<file path="config.mk">
export PLATFORM = sky130hd
export DESIGN_NAME = sysctrl_irq_cond_flat
export DESIGN_NICKNAME = d
export VERILOG_FILES = /design/src/rtl/sysctrl_pkg.sv /design/src/rtl/sysctrl_irq_cond_if.sv /design/src/rtl/sysctrl_irq_cond_chan.sv /design/src/rtl/sysctrl_irq_cond.sv /design/src/flat_wrapper.sv
export SDC_FILE = /design/constraint.sdc
export NUM_CORES = 1
export LEC_CHECK = 0
export BUFFER_PORTS_ARGS = -buffer_cell sky130_fd_sc_hd__buf_2
export CAP_MARGIN = 30
export CORE_MARGIN = 1.5
export CORE_UTILIZATION = 50
export DETAILED_ROUTE_END_ITERATION = 16
export GPL_ROUTABILITY_DRIVEN = 0
export GPL_TIMING_DRIVEN = 0
export PLACE_DENSITY = 0.7
export SKIP_CTS_REPAIR_TIMING = 1
export SYNTH_ARGS = -nofsm -noshare
export SYNTH_HDL_FRONTEND = slang
export SYNTH_SLANG_ARGS = --single-unit
</file>
<file path="constraint.sdc">
create_clock -name wb_clk_i -period 3.8 [get_ports wb_clk_i]
set_clock_uncertainty 0.2 [all_clocks]
set_input_delay 0.19 -clock wb_clk_i [delete_from_list [all_inputs] [get_ports wb_clk_i]]
set_output_delay 0.19 -clock wb_clk_i [all_outputs]
set_load 0.005 [all_outputs]
</file>
<file path="src/rtl/sysctrl_pkg.sv">
// Shared system-control constants used by the IRQ conditioning block.
package sysctrl_pkg;

    localparam int IRQ_BASE       = 7;
    localparam int DEF_DEBOUNCE_W = 8;

    // CPU irq line driven by a given conditioned channel.
    function automatic int cpu_irq_index(input int chan);
        return IRQ_BASE + chan;
    endfunction

endpackage

</file>
<file path="src/rtl/sysctrl_irq_cond_if.sv">
// Signal bundle between the sysctrl register block / pads and the IRQ conditioner.
interface sysctrl_irq_cond_if #(
    parameter int NUM_IRQ    = 2,
    parameter int DEBOUNCE_W = sysctrl_pkg::DEF_DEBOUNCE_W
);
    // No handshake: all controls are levels, except clr_i, which is a single-cycle
    // pulse acting on the edge where it is high.
    logic [NUM_IRQ-1:0]    irq_src_en_i;
    logic [NUM_IRQ-1:0]    edge_mode_i;
    logic [DEBOUNCE_W-1:0] debounce_lim_i;
    logic [NUM_IRQ-1:0]    pad_irq_i;
    logic [NUM_IRQ-1:0]    clr_i;
    logic [NUM_IRQ-1:0]    irq_o;
    logic [NUM_IRQ-1:0]    filt_o;

    modport master (
        output irq_src_en_i, edge_mode_i, debounce_lim_i, pad_irq_i, clr_i,
        input  irq_o, filt_o
    );

    modport slave (
        input  irq_src_en_i, edge_mode_i, debounce_lim_i, pad_irq_i, clr_i,
        output irq_o, filt_o
    );
endinterface

</file>
<file path="src/rtl/sysctrl_irq_cond_chan.sv">
// One IRQ channel: pad synchroniser, debounce filter, then level pass or sticky edge capture.
module irq_chan_cond
    import sysctrl_pkg::*;
#(
    parameter int SYNC_STAGES = 2,
    parameter int DEBOUNCE_W  = DEF_DEBOUNCE_W
) (
    input  logic                  wb_clk_i,
    input  logic                  wb_rstn_i,
    input  logic                  en,
    input  logic                  edge_mode,
    input  logic [DEBOUNCE_W-1:0] debounce_lim,
    input  logic                  pad_irq,
    input  logic                  clr,
    output logic                  irq,
    output logic                  filt
);

    logic [SYNC_STAGES-1:0] sync_q;
    logic [DEBOUNCE_W-1:0]  cnt_q, cnt_next;
    logic                   filt_q, filt_next;
    logic                   filt_prev_q;
    logic                   mode_prev_q;
    logic                   pending_q, pending_next;
    logic                   irq_q, irq_next;
    logic                   sync;
    logic                   rise;

    assign sync = sync_q[SYNC_STAGES-1];
    assign rise = filt_q & ~filt_prev_q;

    always_comb begin
        cnt_next  = cnt_q;
        filt_next = filt_q;
        if (sync == filt_q) begin
            cnt_next = '0;
        end else if (cnt_q >= debounce_lim) begin
            // >= so a limit lowered mid-count still terminates without wrapping
            filt_next = sync;
            cnt_next  = '0;
        end else begin
            cnt_next = cnt_q + DEBOUNCE_W'(1);
        end
    end

    always_comb begin
        pending_next = en & ((pending_q & ~clr) | rise);
        if (edge_mode != mode_prev_q) begin
            pending_next = 1'b0;
        end
        // irq tracks pending_next so edge-mode irq equals the pending register
        irq_next = edge_mode ? pending_next : (filt_q & en);
    end

    always_ff @(posedge wb_clk_i or negedge wb_rstn_i) begin
        if (!wb_rstn_i) begin
            sync_q      <= '0;
            cnt_q       <= '0;
            filt_q      <= 1'b0;
            filt_prev_q <= 1'b0;
            mode_prev_q <= 1'b0;
            pending_q   <= 1'b0;
            irq_q       <= 1'b0;
        end else begin
            sync_q      <= {sync_q[SYNC_STAGES-2:0], pad_irq};
            cnt_q       <= cnt_next;
            filt_q      <= filt_next;
            filt_prev_q <= filt_q;
            mode_prev_q <= edge_mode;
            pending_q   <= pending_next;
            irq_q       <= irq_next;
        end
    end

    assign irq  = irq_q;
    assign filt = filt_q;

endmodule

</file>
<file path="src/rtl/sysctrl_irq_cond.sv">
// Conditions pad IRQs for the CPU (channel 0 feeds IRQ_BASE); one channel instance per bit.
module sysctrl_irq_cond
    import sysctrl_pkg::*;
#(
    parameter int NUM_IRQ     = 2,
    parameter int SYNC_STAGES = 2,
    parameter int DEBOUNCE_W  = DEF_DEBOUNCE_W
) (
    input  logic                wb_clk_i,
    input  logic                wb_rstn_i,
    sysctrl_irq_cond_if.slave   bus
);

    for (genvar g = 0; g < NUM_IRQ; g++) begin : g_chan
        irq_chan_cond #(
            .SYNC_STAGES (SYNC_STAGES),
            .DEBOUNCE_W  (DEBOUNCE_W)
        ) u_chan (
            .wb_clk_i     (wb_clk_i),
            .wb_rstn_i    (wb_rstn_i),
            .en           (bus.irq_src_en_i[g]),
            .edge_mode    (bus.edge_mode_i[g]),
            .debounce_lim (bus.debounce_lim_i),
            .pad_irq      (bus.pad_irq_i[g]),
            .clr          (bus.clr_i[g]),
            .irq          (bus.irq_o[g]),
            .filt         (bus.filt_o[g])
        );
    end

endmodule

</file>
<file path="src/flat_wrapper.sv">
// flat-port wrapper written by rule: the top's interface ports become plain ports
module sysctrl_irq_cond_flat import sysctrl_pkg::*;
#(
    parameter int NUM_IRQ     = 2,
    parameter int SYNC_STAGES = 2,
    parameter int DEBOUNCE_W  = DEF_DEBOUNCE_W
)
  (wb_clk_i, wb_rstn_i, bus_irq_src_en_i, bus_edge_mode_i, bus_debounce_lim_i, bus_pad_irq_i, bus_clr_i, bus_irq_o, bus_filt_o);
  sysctrl_irq_cond_if #(.NUM_IRQ(NUM_IRQ), .DEBOUNCE_W(DEBOUNCE_W)) bus_i ();
  input  logic wb_clk_i;
  input  logic wb_rstn_i;
  input wire logic [$bits(bus_i.irq_src_en_i)-1:0] bus_irq_src_en_i;
  input wire logic [$bits(bus_i.edge_mode_i)-1:0] bus_edge_mode_i;
  input wire logic [$bits(bus_i.debounce_lim_i)-1:0] bus_debounce_lim_i;
  input wire logic [$bits(bus_i.pad_irq_i)-1:0] bus_pad_irq_i;
  input wire logic [$bits(bus_i.clr_i)-1:0] bus_clr_i;
  output wire logic [$bits(bus_i.irq_o)-1:0] bus_irq_o;
  output wire logic [$bits(bus_i.filt_o)-1:0] bus_filt_o;
  assign bus_i.irq_src_en_i = bus_irq_src_en_i;
  assign bus_i.edge_mode_i = bus_edge_mode_i;
  assign bus_i.debounce_lim_i = bus_debounce_lim_i;
  assign bus_i.pad_irq_i = bus_pad_irq_i;
  assign bus_i.clr_i = bus_clr_i;
  assign bus_irq_o = bus_i.irq_o;
  assign bus_filt_o = bus_i.filt_o;
  sysctrl_irq_cond #(.NUM_IRQ(NUM_IRQ), .SYNC_STAGES(SYNC_STAGES), .DEBOUNCE_W(DEBOUNCE_W)) u_core (.wb_clk_i(wb_clk_i), .wb_rstn_i(wb_rstn_i), .bus(bus_i));
endmodule
</file>
* Word level (Yosys, flattened, before mapping)
Index checks and enable logic that the tools add are counted.
Operators by class: order comparisons 2, reductions and logical operators 2, bitwise operators 16, equal/unequal tests 4, multiplexer cells 8, add/sub/neg operators 2
Operator list (number):
- 2-to-1 mux 8 bit | 4
- adder 8 x 1 -> 8 bit, second input constant | 2
- >= comparator 8 bit | 2
- AND 1 bit | 8
- inverter 1 bit | 6
- 2-to-1 mux 1 bit | 4
- AND reduction 2 bit | 2
- == test 1 bit | 2
- != test 1 bit | 2
- OR 1 bit | 2
Word-level totals: register bits 30, logic and storage cells 48, input port bits 18

* Depth between registers and ports, before layout
Gate-level depths: netlist (run 1).
depth in word-level cells 6, depth in mapped cells 6, depth with buffers taken out 6

* Hierarchy
A second synthesis (run 1) with hierarchy kept.
Second synthesis, totals: cells, all modules 146, area total of the unflattened synthesis 1636.6 sq um
By module, submodules not included:
- irq_chan_cond | times used 2, seq. area each 375.4 sq um, cells each 73, area each 818.3 sq um

* Worst setup path before layout (run 1)
OpenSTA, ideal clock, no wires.
path type register -> register, from reg u_core.g_chan[1].u_chan.cnt_q[0], to reg u_core.g_chan[1].u_chan.filt_q, clock period less this slack 1.889 ns, required time 3.475 ns, cell stages (with the launch flop) 7, arrival time 1.564 ns, buffers on the path 0, setup slack 1.911 ns, setup time 0.125 ns, cells stage by stage dfrtp_1 inv_1 ha_1 nand2b_4 a2111oi_4 o31ai_2 mux2_4
Between the ends: longest elaborated chain between the ends 2
RTL lines:
- start, declared | RTL line sysctrl_irq_cond_chan.sv:20 | logic [DEBOUNCE_W-1:0] cnt_q, cnt_next;
- start signal, assigned | RTL line sysctrl_irq_cond_chan.sv:66 | cnt_q <= cnt_next;
- >= comparator 8 bit | RTL line sysctrl_irq_cond_chan.sv:37 | end else if (cnt_q >= debounce_lim) begin
- AND reduction 2 bit (no source line)
- end signal, assigned | RTL line sysctrl_irq_cond_chan.sv:67 | filt_q <= filt_next;
- end, declared | RTL line sysctrl_irq_cond_chan.sv:21 | logic filt_q, filt_next;
No other way between the ends. A chain may end at the register's enable or synchronous reset.

* Worst setup path in the final report (run 1)
Same ends and word-level chain as after synthesis.

==> impl_metrics.env, run 1 <==
export IMPL_setup_worst_path_class="flop to flop"
export IMPL_fin_area_sq_mm=0.00193
export IMPL_pwr_share_seq_pct=47.8
export IMPL_synth_main_ff_cell="dfrtp_1"
export IMPL_maxCapViolations=0
export IMPL_fillers=274
export IMPL_die_w_microns=60.2
export IMPL_clkPwrFrac_pct=22.1
export IMPL_syn_to_final_growth_pct=17.7
export IMPL_cp_max_fo=4
export IMPL_seqCellArea_sq_um=751
export IMPL_finalNetCount=218
export IMPL_multi_input_area_sq_um=811
export IMPL_die_y_microns=60.2
export IMPL_tightest_slew_ps=642
export IMPL_critPathArrivalTime_ps=2030
export IMPL_hold_start="bus_clr_i[0]"
export IMPL_drive_gt1_share_pct=21.9
export IMPL_grt_pass1_wl_mm=5.04
export IMPL_drt_iter0_drc=55
export IMPL_rr_endpoint="u_core.g_chan[1].u_chan.filt$_DFFE_PN0P_"
export IMPL_overflow=0
export IMPL_cts_tree="built"
export IMPL_syn_area_sq_mm=0.00164
export IMPL_start_util_pct=53.2
export IMPL_wire_per_inst_microns=13.7
export IMPL_rrSetupSlack_ps=1780
export IMPL_irDropWorstVdd_mv=0.275
export IMPL_place_hpwl_mm=2.39
export IMPL_remaining_drc_errors=0
export IMPL_crit_buf_inv=1
export IMPL_finalSetupViolCount=0
export IMPL_cts_buffer_depth=2
export IMPL_p_leak_uw=0.000984
export IMPL_status="complete, no violations"
export IMPL_syn_num_nets=183
export IMPL_num_rows=20
export IMPL_ys_seq_elements=30
export IMPL_max_stage_delay_ps=400
export IMPL_layout_min_cycle_time_ps=2020
export IMPL_cts_sinks=30
export IMPL_placed_area_sq_mm=0.00180
export IMPL_ant_nets=0
export IMPL_grt_pass1_vias=1177
export IMPL_reg2reg_depth=6
export IMPL_antenna_found_initial=0
export IMPL_worst_slack_ps=1780
export IMPL_switching_share_pct=32.4
export IMPL_slowest_stage="dfrtp_1"
export IMPL_antennaDiodeCount=0
export IMPL_num_vias=1181
export IMPL_clk_latency_ps=330
export IMPL_wirelength_mm=3.10
export IMPL_synth_top_cell_by_area="dfrtp_1"
export IMPL_place_worst_setup_slack_ps=1780
export IMPL_cts_htree_levels=2
export IMPL_final_period_utilization_pct=53.0
export IMPL_ys_seq_area_share_pct=45.9
export IMPL_setup_tns_final_ps=0
export IMPL_crit_path_end_kind="flop"
export IMPL_slew_headroom_pct=57.2
export IMPL_syn_avg_cell_area_sq_um=11.1
export IMPL_core_area_sq_mm=0.00308
export IMPL_first_pass_iters=4
export IMPL_grt_max_degree=31
export IMPL_p_int_uw=600
export IMPL_groute_usage_overall_pct=19.7
export IMPL_p_sw_uw=288
export IMPL_yosysWarnings=0
export IMPL_holdPathStages=4
export IMPL_root_buffer="clkbuf_4"
export IMPL_synth_edf_count=0
export IMPL_hold_path_class="input port to flop"
export IMPL_start_kind="flop"
export IMPL_hold_end="u_core.g_chan[0].u_chan.pending_q$_DFF_PN0_"
export IMPL_cts_buffers_inserted=5
export IMPL_dieArea_sq_mm=0.00363
export IMPL_syn_instance_count=147
export IMPL_synth_area_leaders="dfrtp_1 46%, ha_1 14%, xor2_1 5.9%, inv_1 2.8%, xnor2_1 2.7%"
export IMPL_max_clock_freq_ghz=0.496
export IMPL_rsz0062_at_grt="false"
export IMPL_cpLargestDelayFamily="compound AO/OA/AOI/OAI gates"
export IMPL_cp_depth=6
export IMPL_pwr_share_comb_pct=30.1
export IMPL_post_drt_via_cell_ratio=5.20
export IMPL_worstPathRequired_ps=3820
export IMPL_port_buffers=21
export IMPL_r2r_start="u_core.g_chan[1].u_chan.cnt_q[0]$_DFF_PN0_"
export IMPL_cp_cell_sequence="inv_1 -> ha_1 -> nand2b_4 -> a2111oi_4 -> o31ai_2 -> mux2_4"
export IMPL_path_clk_slew_ps=90
export IMPL_power_density_mw_per_mm2=460
export IMPL_synth_top_area_share_pct=45.9
export IMPL_num_io_pins=22
export IMPL_async_flop_share_pct=100
export IMPL_hold_viol_final=0
export IMPL_drv_slew=0
export IMPL_yosysUniqueCellTypes=30
## power groups by stage
stage / Sequential (uW) / Combinational, uW / Clock [uW]
floorplan: 412 / 200 / 0
global placement: 423 / 249 / 0
detailed placement: 429 / 266 / 0
CTS: 423 / 267 / 203
global route: 431 / 303 / 217
finish: 424 / 267 / 196
## per-stage QoR
step / util (%) / hold slack (ps) / instances / power (uW)
6_report: 62.6 / 65.8 / 227 / 887
4_1_cts: 60.3 / -320 / 220 / 892
5_1_grt: 62.6 / 61.9 / 227 / 952
2_1_floorplan: - / -306 / 147 / 612
3_3_place_gp: 58.4 / 47.4 / 212 / 672
3_5_place_dp: 58.4 / 51.3 / 212 / 696
## cell usage in the layout, fill, tap and decap left out, types with 2 or more instances in the layout
cell type / count
buf_2: 21
nor3_1: 7
buf_4: 4
mux2i_1: 2
a21oi_1: 4
nor2_1: 9
nor2b_1: 3
dfrtp_1: 30
nand3_1: 8
xor2_1: 11
xnor2_1: 5
nand4_1: 2
clkbuf_4: 5
dlygate4sd3_1: 7
nand2_1: 3
o31ai_2: 2
a21o_2: 2
inv_1: 12
ha_1: 18
o21a_1: 2
o211ai_1: 2
and3_1: 5
and2_1: 2
nand2b_1: 5
## state kept, by name (all words and copies together), names as in the netlist
name and cells:
u_core.g_chan.u_chan.irq 2, u_core.g_chan.u_chan.filt_prev_q 2, u_core.g_chan.u_chan.mode_prev_q 2, u_core.g_chan.u_chan.filt 2, u_core.g_chan.u_chan.cnt_q 16, u_core.g_chan.u_chan.sync_q 4, u_core.g_chan.u_chan.pending_q 2
## worst max path at each step
stage	startpoint	to
6_report	u_core.g_chan[1].u_chan.cnt_q[0]$_DFF_PN0_	u_core.g_chan[1].u_chan.filt$_DFFE_PN0P_
2_1_floorplan	u_core.g_chan[1].u_chan.cnt_q[0]$_DFF_PN0_	u_core.g_chan[1].u_chan.filt$_DFFE_PN0P_
4_1_cts	u_core.g_chan[1].u_chan.cnt_q[0]$_DFF_PN0_	u_core.g_chan[1].u_chan.filt$_DFFE_PN0P_
3_3_place_gp	u_core.g_chan[1].u_chan.cnt_q[0]$_DFF_PN0_	u_core.g_chan[1].u_chan.filt$_DFFE_PN0P_
5_1_grt	u_core.g_chan[1].u_chan.cnt_q[7]$_DFF_PN0_	u_core.g_chan[1].u_chan.cnt_q[5]$_DFF_PN0_
3_5_place_dp	u_core.g_chan[1].u_chan.cnt_q[0]$_DFF_PN0_	u_core.g_chan[1].u_chan.filt$_DFFE_PN0P_
## kinds of logic after synthesis
logic type / count (synthesis) / share of synthesized area, %
AO/OA/AOI/OAI: 18 / 9.94
XOR/XNOR: 16 / 8.56
adder cells (fa/ha/maj): 18 / 13.8
buffers and inverters: 16 / 4.59
flip-flops: 30 / 45.9
multiplexers: 3 / 2.14
AND/OR/NAND/NOR: 46 / 15.1
## cell usage after synthesis, drive strengths merged (2+ instances only)
cell type	instances
nand2	3
xor2	11
dfrtp	30
buf	4
nor2	9
inv	12
nor2b	3
nand3	8
and2	2
mux2i	2
o21a	2
a31oi	2
nand2b	6
a21oi	4
xnor2	5
ha	18
and3	5
o211ai	2
nand4	2
nor3	7
a21o	2
o31ai	2
## final cells by class
type	count	share of cell area, %
multi-input combinational	101	42.1
sequential	30	39.0
timing repair buffer	28	9.09
clock buffer	7	2.86
tap	44	2.86
inverter	12	2.34
buffer	4	1.56
clock inverter	1	0.260
## worst register-to-register path, delay by kind of cell (launching register included)
family / cells / cell delay (ps)
mux: 1 / 300
fa+ha+maj: 1 / 270
buf+inv: 1 / 60
compound gates: 2 / 510
simple gates: 1 / 150
flops: 1 / 400
## layer usage
| metal | vias to the layer above | share of wire, % | GRT usage [%] |
|---|---|---|---|
| met4 | 0 | 2.0 | 8.57 |
| met3 | 9 | 4.3 | 7.36 |
| met1 | 575 | 38 | 20.7 |
| met2 | 20 | 55 | 34.8 |
| met5 | - | 0 | 0 |
| li1 | 577 | - | - |
No activity file was read; power rests on OpenSTA's default activity.
==> run 2: changes to the inputs <==
- PLACE_DENSITY: 0.7 -> 0.73
- clock period: 3.8 -> 1.8 ns (I/O delays scaled with it)
==> impl_metrics.env, run 2 (synthesis results as in run 1) <==
export IMPL_cts_htree_levels=2
export IMPL_reg2reg_depth=6
export IMPL_wire_per_inst_microns=14.0
export IMPL_layout_min_cycle_time_ps=1940
export IMPL_final_common_cell="dfrtp_1"
export IMPL_largest_register_ffs=16
export IMPL_multi_input_area_sq_um=947
export IMPL_die_w_microns=60.2
export IMPL_ant_nets=0
export IMPL_place_worst_setup_slack_ps=-158
export IMPL_finalNetCount=227
export IMPL_irDropWorstVdd_mv=0.806
export IMPL_largest_register="u_core.g_chan.u_chan.cnt_q"
export IMPL_setup_tns_final_ps=-841
export IMPL_cp_max_fo=2
export IMPL_worstPathRequired_ps=1820
export IMPL_power_density_mw_per_mm2=1080
export IMPL_clk_latency_ps=320
export IMPL_tightest_slew_ps=636
export IMPL_final_period_utilization_pct=108
export IMPL_cpLargestDelayFamily="compound AO/OA/AOI/OAI gates"
export IMPL_cp_depth=6
export IMPL_finalSetupViolCount=9
export IMPL_wirelength_mm=3.31
export IMPL_fillers=232
export IMPL_drt_iter0_drc=32
export IMPL_drive_gt1_share_pct=32.8
export IMPL_fin_area_sq_mm=0.00218
export IMPL_slew_headroom_pct=57.6
export IMPL_root_buffer="clkbuf_4"
export IMPL_antennaDiodeCount=0
export IMPL_worst_slack_ps=-143
export IMPL_slowest_stage="a2111oi_4"
export IMPL_grt_pass1_wl_mm=4.93
export IMPL_reg_top3="u_core.g_chan.u_chan.cnt_q x16, u_core.g_chan.u_chan.sync_q x4"
export IMPL_cts_buffer_depth=2
export IMPL_p_leak_uw=0.00105
export IMPL_die_y_microns=60.2
export IMPL_crit_path_end_kind="flop"
export IMPL_num_io_pins=22
export IMPL_path_clk_slew_ps=90
export IMPL_hold_worst_slack_ps=-12.7
export IMPL_syn_to_final_growth_pct=33.1
export IMPL_critPathArrivalTime_ps=1960
export IMPL_num_vias=1237
export IMPL_cts_sinks=30
export IMPL_seqCellArea_sq_um=752
export IMPL_placed_area_sq_mm=0.00180
export IMPL_hold_viol_final=1
export IMPL_crit_buf_inv=1
export IMPL_final_cell_mix="29 x dfrtp_1, 21 x buf_2, 13 x ha_1, 12 x inv_1"
export IMPL_rsz0062_at_grt="true"
export IMPL_drv_slew=0
export IMPL_max_clock_freq_ghz=0.515
export IMPL_overflow=0
export IMPL_place_hpwl_mm=2.30
export IMPL_violations="hold timing, setup timing"
export IMPL_first_pass_iters=4
export IMPL_cts_buffers_inserted=5
export IMPL_grt_max_degree=31
export IMPL_grt_pass1_vias=1167
export IMPL_maxCapViolations=0
export IMPL_cts_tree="built"
export IMPL_core_area_sq_mm=0.00308
export IMPL_max_stage_delay_ps=410
export IMPL_dieArea_sq_mm=0.00363
export IMPL_start_util_pct=53.2
export IMPL_holdPathStages=4
export IMPL_antenna_found_initial=0
export IMPL_hold_path_class="input port to flop"
export IMPL_num_rows=20
export IMPL_remaining_drc_errors=0
export IMPL_utilization_pct=70.8
export IMPL_start_kind="flop"
export IMPL_post_drt_via_cell_ratio=5.24
export IMPL_port_buffers=21
export IMPL_setup_worst_path_class="flop to flop"
export IMPL_groute_usage_overall_pct=19.1
export IMPL_status="complete, but fails checks"
export IMPL_cp_cell_sequence="inv_1 -> ha_1 -> nand2b_4 -> a2111oi_4 -> o31ai_2 -> mux2_4"
[run 2: worst paths after layout]
path	startpoint	end	slack [ps]
worst max-delay path	u_core.g_chan[1].u_chan.cnt_q[0]$_DFF_PN0_	u_core.g_chan[1].u_chan.filt$_DFFE_PN0P_	-140
min in group asynchronous	wb_rstn_i	u_core.g_chan[0].u_chan.cnt_q[1]$_DFF_PN0_	110
worst max register to register	u_core.g_chan[1].u_chan.cnt_q[0]$_DFF_PN0_	u_core.g_chan[1].u_chan.filt$_DFFE_PN0P_	-140
worst min-delay path	bus_clr_i[1]	u_core.g_chan[1].u_chan.pending_q$_DFF_PN0_	-10
max in group asynchronous	wb_rstn_i	u_core.g_chan[0].u_chan.cnt_q[2]$_DFF_PN0_	850
worst min register to register	u_core.g_chan[0].u_chan.sync_q[0]$_DFF_PN0_	u_core.g_chan[0].u_chan.sync_q[1]$_DFF_PN0_	150
[run 2: tightest hold or removal path, stage by stage]
cell and delay [ps]:
buf_2 70, nand2b_1 90, a21oi_1 80, and2_1 150
[run 2: layout make-up]
class / count / share of cell area (%)
buffer: 4 / 1.38
tap: 44 / 2.53
clock inverter: 2 / 2.76
sequential: 30 / 34.5
clock buffer: 6 / 2.35
inverter: 12 / 2.07
multi-input combinational: 102 / 43.5
timing repair buffer: 36 / 10.9
[run 2: power breakdown]
group / leakage [uW] / switching [uW] / total, uW / internal, uW
clock network: 0.0000585 / 232 / 702 / 470
registers: 0.000395 / 98.0 / 883 / 785
logic: 0.000595 / 348 / 766 / 419
[run 2: metrics by stage]
step                instances  hold WS, ps  power, uW
floorplan                 147         -406       1290
global placement          212        -56.5       1420
detailed placement        212        -50.0       1450
CTS                       220         -417       2160
global route              236         12.6       2500
finish                    236        -12.7       2350
[run 2: per-layer routing]
metal / vias to the layer above / track usage, % / part of all wire [%]
li1: 599 / - / -
met3: 7 / 6.71 / 3.2
met5: - / 0 / 0
met2: 20 / 33.9 / 55
met1: 611 / 20.4 / 40
met4: 0 / 7.62 / 1.5
==> run 3: changes to the inputs <==
- PLACE_DENSITY: 0.73 -> 0.85
==> impl_metrics.env, run 3 (synthesis results as in run 1) <==
export IMPL_worst_slack_ps=-187
export IMPL_num_io_pins=22
export IMPL_setup_worst_path_class="flop to flop"
export IMPL_clk_latency_ps=340
export IMPL_layout_min_cycle_time_ps=1990
export IMPL_remaining_drc_errors=0
export IMPL_cp_max_fo=2
export IMPL_dieArea_sq_mm=0.00363
export IMPL_ant_nets=0
export IMPL_drive_gt1_share_pct=35.2
export IMPL_grt_pass1_vias=1185
export IMPL_cpLargestDelayFamily="compound AO/OA/AOI/OAI gates"
export IMPL_rsz0062_at_grt="true"
export IMPL_r2r_start="u_core.g_chan[1].u_chan.cnt_q[0]$_DFF_PN0_"
export IMPL_place_hpwl_mm=2.34
export IMPL_critPathArrivalTime_ps=2010
export IMPL_slowest_stage="a2111oi_4"
export IMPL_power_density_mw_per_mm2=1040
export IMPL_final_common_cell="dfrtp_1"
export IMPL_grt_pass1_wl_mm=4.93
export IMPL_hold_start="bus_clr_i[0]"
export IMPL_syn_to_final_growth_pct=35.9
export IMPL_path_clk_slew_ps=100
export IMPL_num_vias=1329
export IMPL_final_cell_mix="29 x dfrtp_1, 21 x buf_2, 13 x ha_1, 12 x inv_1, 12 x buf_4"
export IMPL_core_area_sq_mm=0.00308
export IMPL_post_drt_via_cell_ratio=5.54
export IMPL_irDropWorstVdd_mv=0.894
export IMPL_hold_viol_final=0
export IMPL_violations="setup timing"
export IMPL_max_clock_freq_ghz=0.503
export IMPL_largest_register_ffs=16
export IMPL_cts_buffers_inserted=5
export IMPL_place_worst_setup_slack_ps=-172
export IMPL_status="complete, but fails checks"
export IMPL_finalNetCount=231
export IMPL_largest_register="u_core.g_chan.u_chan.cnt_q"
export IMPL_crit_path_start="u_core.g_chan[1].u_chan.cnt_q[0]$_DFF_PN0_"
export IMPL_num_rows=20
export IMPL_overflow=0
export IMPL_drt_iter0_drc=99
export IMPL_grt_max_degree=31
export IMPL_crit_path_end_kind="flop"
export IMPL_tightest_slew_ps=661
export IMPL_cts_htree_levels=2
export IMPL_start_util_pct=53.2
export IMPL_cts_sinks=30
export IMPL_die_w_microns=60.2
export IMPL_fillers=199
export IMPL_cts_tree="built"
export IMPL_maxCapViolations=0
export IMPL_drv_slew=0
export IMPL_p_leak_uw=0.00106
export IMPL_final_period_utilization_pct=110
export IMPL_crit_buf_inv=1
export IMPL_first_pass_iters=4
export IMPL_wire_per_inst_microns=17.4
export IMPL_slew_headroom_pct=56.0
export IMPL_start_kind="flop"
export IMPL_power_uw=2310
export IMPL_root_buffer="clkbuf_4"
export IMPL_cp_cell_sequence="inv_1 -> ha_1 -> nand2b_4 -> a2111oi_4 -> o31ai_4 -> mux2_4"
export IMPL_hold_path_class="input port to flop"
export IMPL_die_y_microns=60.2
export IMPL_cts_buffer_depth=2
export IMPL_wirelength_mm=4.18
export IMPL_reg_top3="u_core.g_chan.u_chan.cnt_q x16, u_core.g_chan.u_chan.sync_q x4"
export IMPL_antennaDiodeCount=0
export IMPL_port_buffers=21
export IMPL_finalSetupViolCount=14
export IMPL_antenna_found_initial=0
export IMPL_groute_usage_overall_pct=18.9
export IMPL_max_stage_delay_ps=410
export IMPL_worstPathRequired_ps=1820
[run 3: changes by cell type in the layout (fill, tap and decap cells not counted), moves of 2 or more]
| cell | previous run | this run |
|---|---|---|
| buf_6 | 0 | 2 |
| clkinv_2 | 0 | 2 |
| nor3_2 | 1 | 7 |
| nor3_1 | 6 | 0 |
| a31oi_2 | 2 | 0 |
[run 3: path summary, 6_finish.rpt]
| kind | slack, ps | depth (start not counted) | to |
|---|---|---|---|
| max | -190 | 6 | u_core.g_chan[1].u_chan.filt$_DFFE_PN0P_ |
| min | 40 | 5 | u_core.g_chan[0].u_chan.irq$_DFF_PN0_ |
| max reg2reg | -190 | 6 | u_core.g_chan[1].u_chan.filt$_DFFE_PN0P_ |
| min reg2reg | 160 | 0 | u_core.g_chan[1].u_chan.sync_q[1]$_DFF_PN0_ |
| max in group asynchronous | 830 | 2 | u_core.g_chan[0].u_chan.cnt_q[2]$_DFF_PN0_ |
| min in group asynchronous | 110 | 2 | u_core.g_chan[0].u_chan.cnt_q[0]$_DFF_PN0_ |
[run 3: layout make-up]
type                            count  area (sq um)  share of cell area [%]
Buffer                              4          30.0                    1.35
Sequential cell                    30           752                    33.8
Multi-Input combinational cell    102           986                    44.3
Tap cell                           44          55.1                    2.48
Clock inverter                      3          40.0                    1.80
Timing Repair Buffer               40           278                    12.5
Clock buffer                        5          37.5                    1.69
Inverter                           12          45.0                    2.03
[run 3: layer usage]
layer  global-route usage [%]  wire length, microns  part of all wire, %  up-vias
met5                        0                     0                    0        -
met1                     20.0                  1610                   39      651
met4                     8.57                   143                  3.4        0
met2                     33.9                  2160                   52       53
li1                         -                     -                    -      607
met3                     6.06                   254                  6.1       18
[run 3: worst register-to-register path, stage by stage (launching register included)]
cell	delay, ps
dfrtp_1	360
inv_1	50
ha_1	260
nand2b_4	150
a2111oi_4	410
o31ai_4	130
mux2_4	310
[run 3: through the flow]
step	hold slack [ps]	utilization, %	std cells	setup TNS [ps]	instance area (sq um)
2_1_floorplan	-406	-	147	-35.8	1640
3_3_place_gp	-51.9	58.4	212	-869	1800
3_5_place_dp	-38.5	58.4	212	-2230	1800
4_1_cts	-407	60.9	220	-2630	1870
5_1_grt	94.7	72.2	240	-2470	2220
6_report	39.6	72.2	240	-1380	2220
[run 3: power breakdown]
part           total (uW)  leakage [uW]  switching, uW  internal, uW
clock                 534     0.0000450            247           287
combinational         874      0.000616            419           455
sequential            897      0.000395            112           785
total                2310       0.00106            778          1530
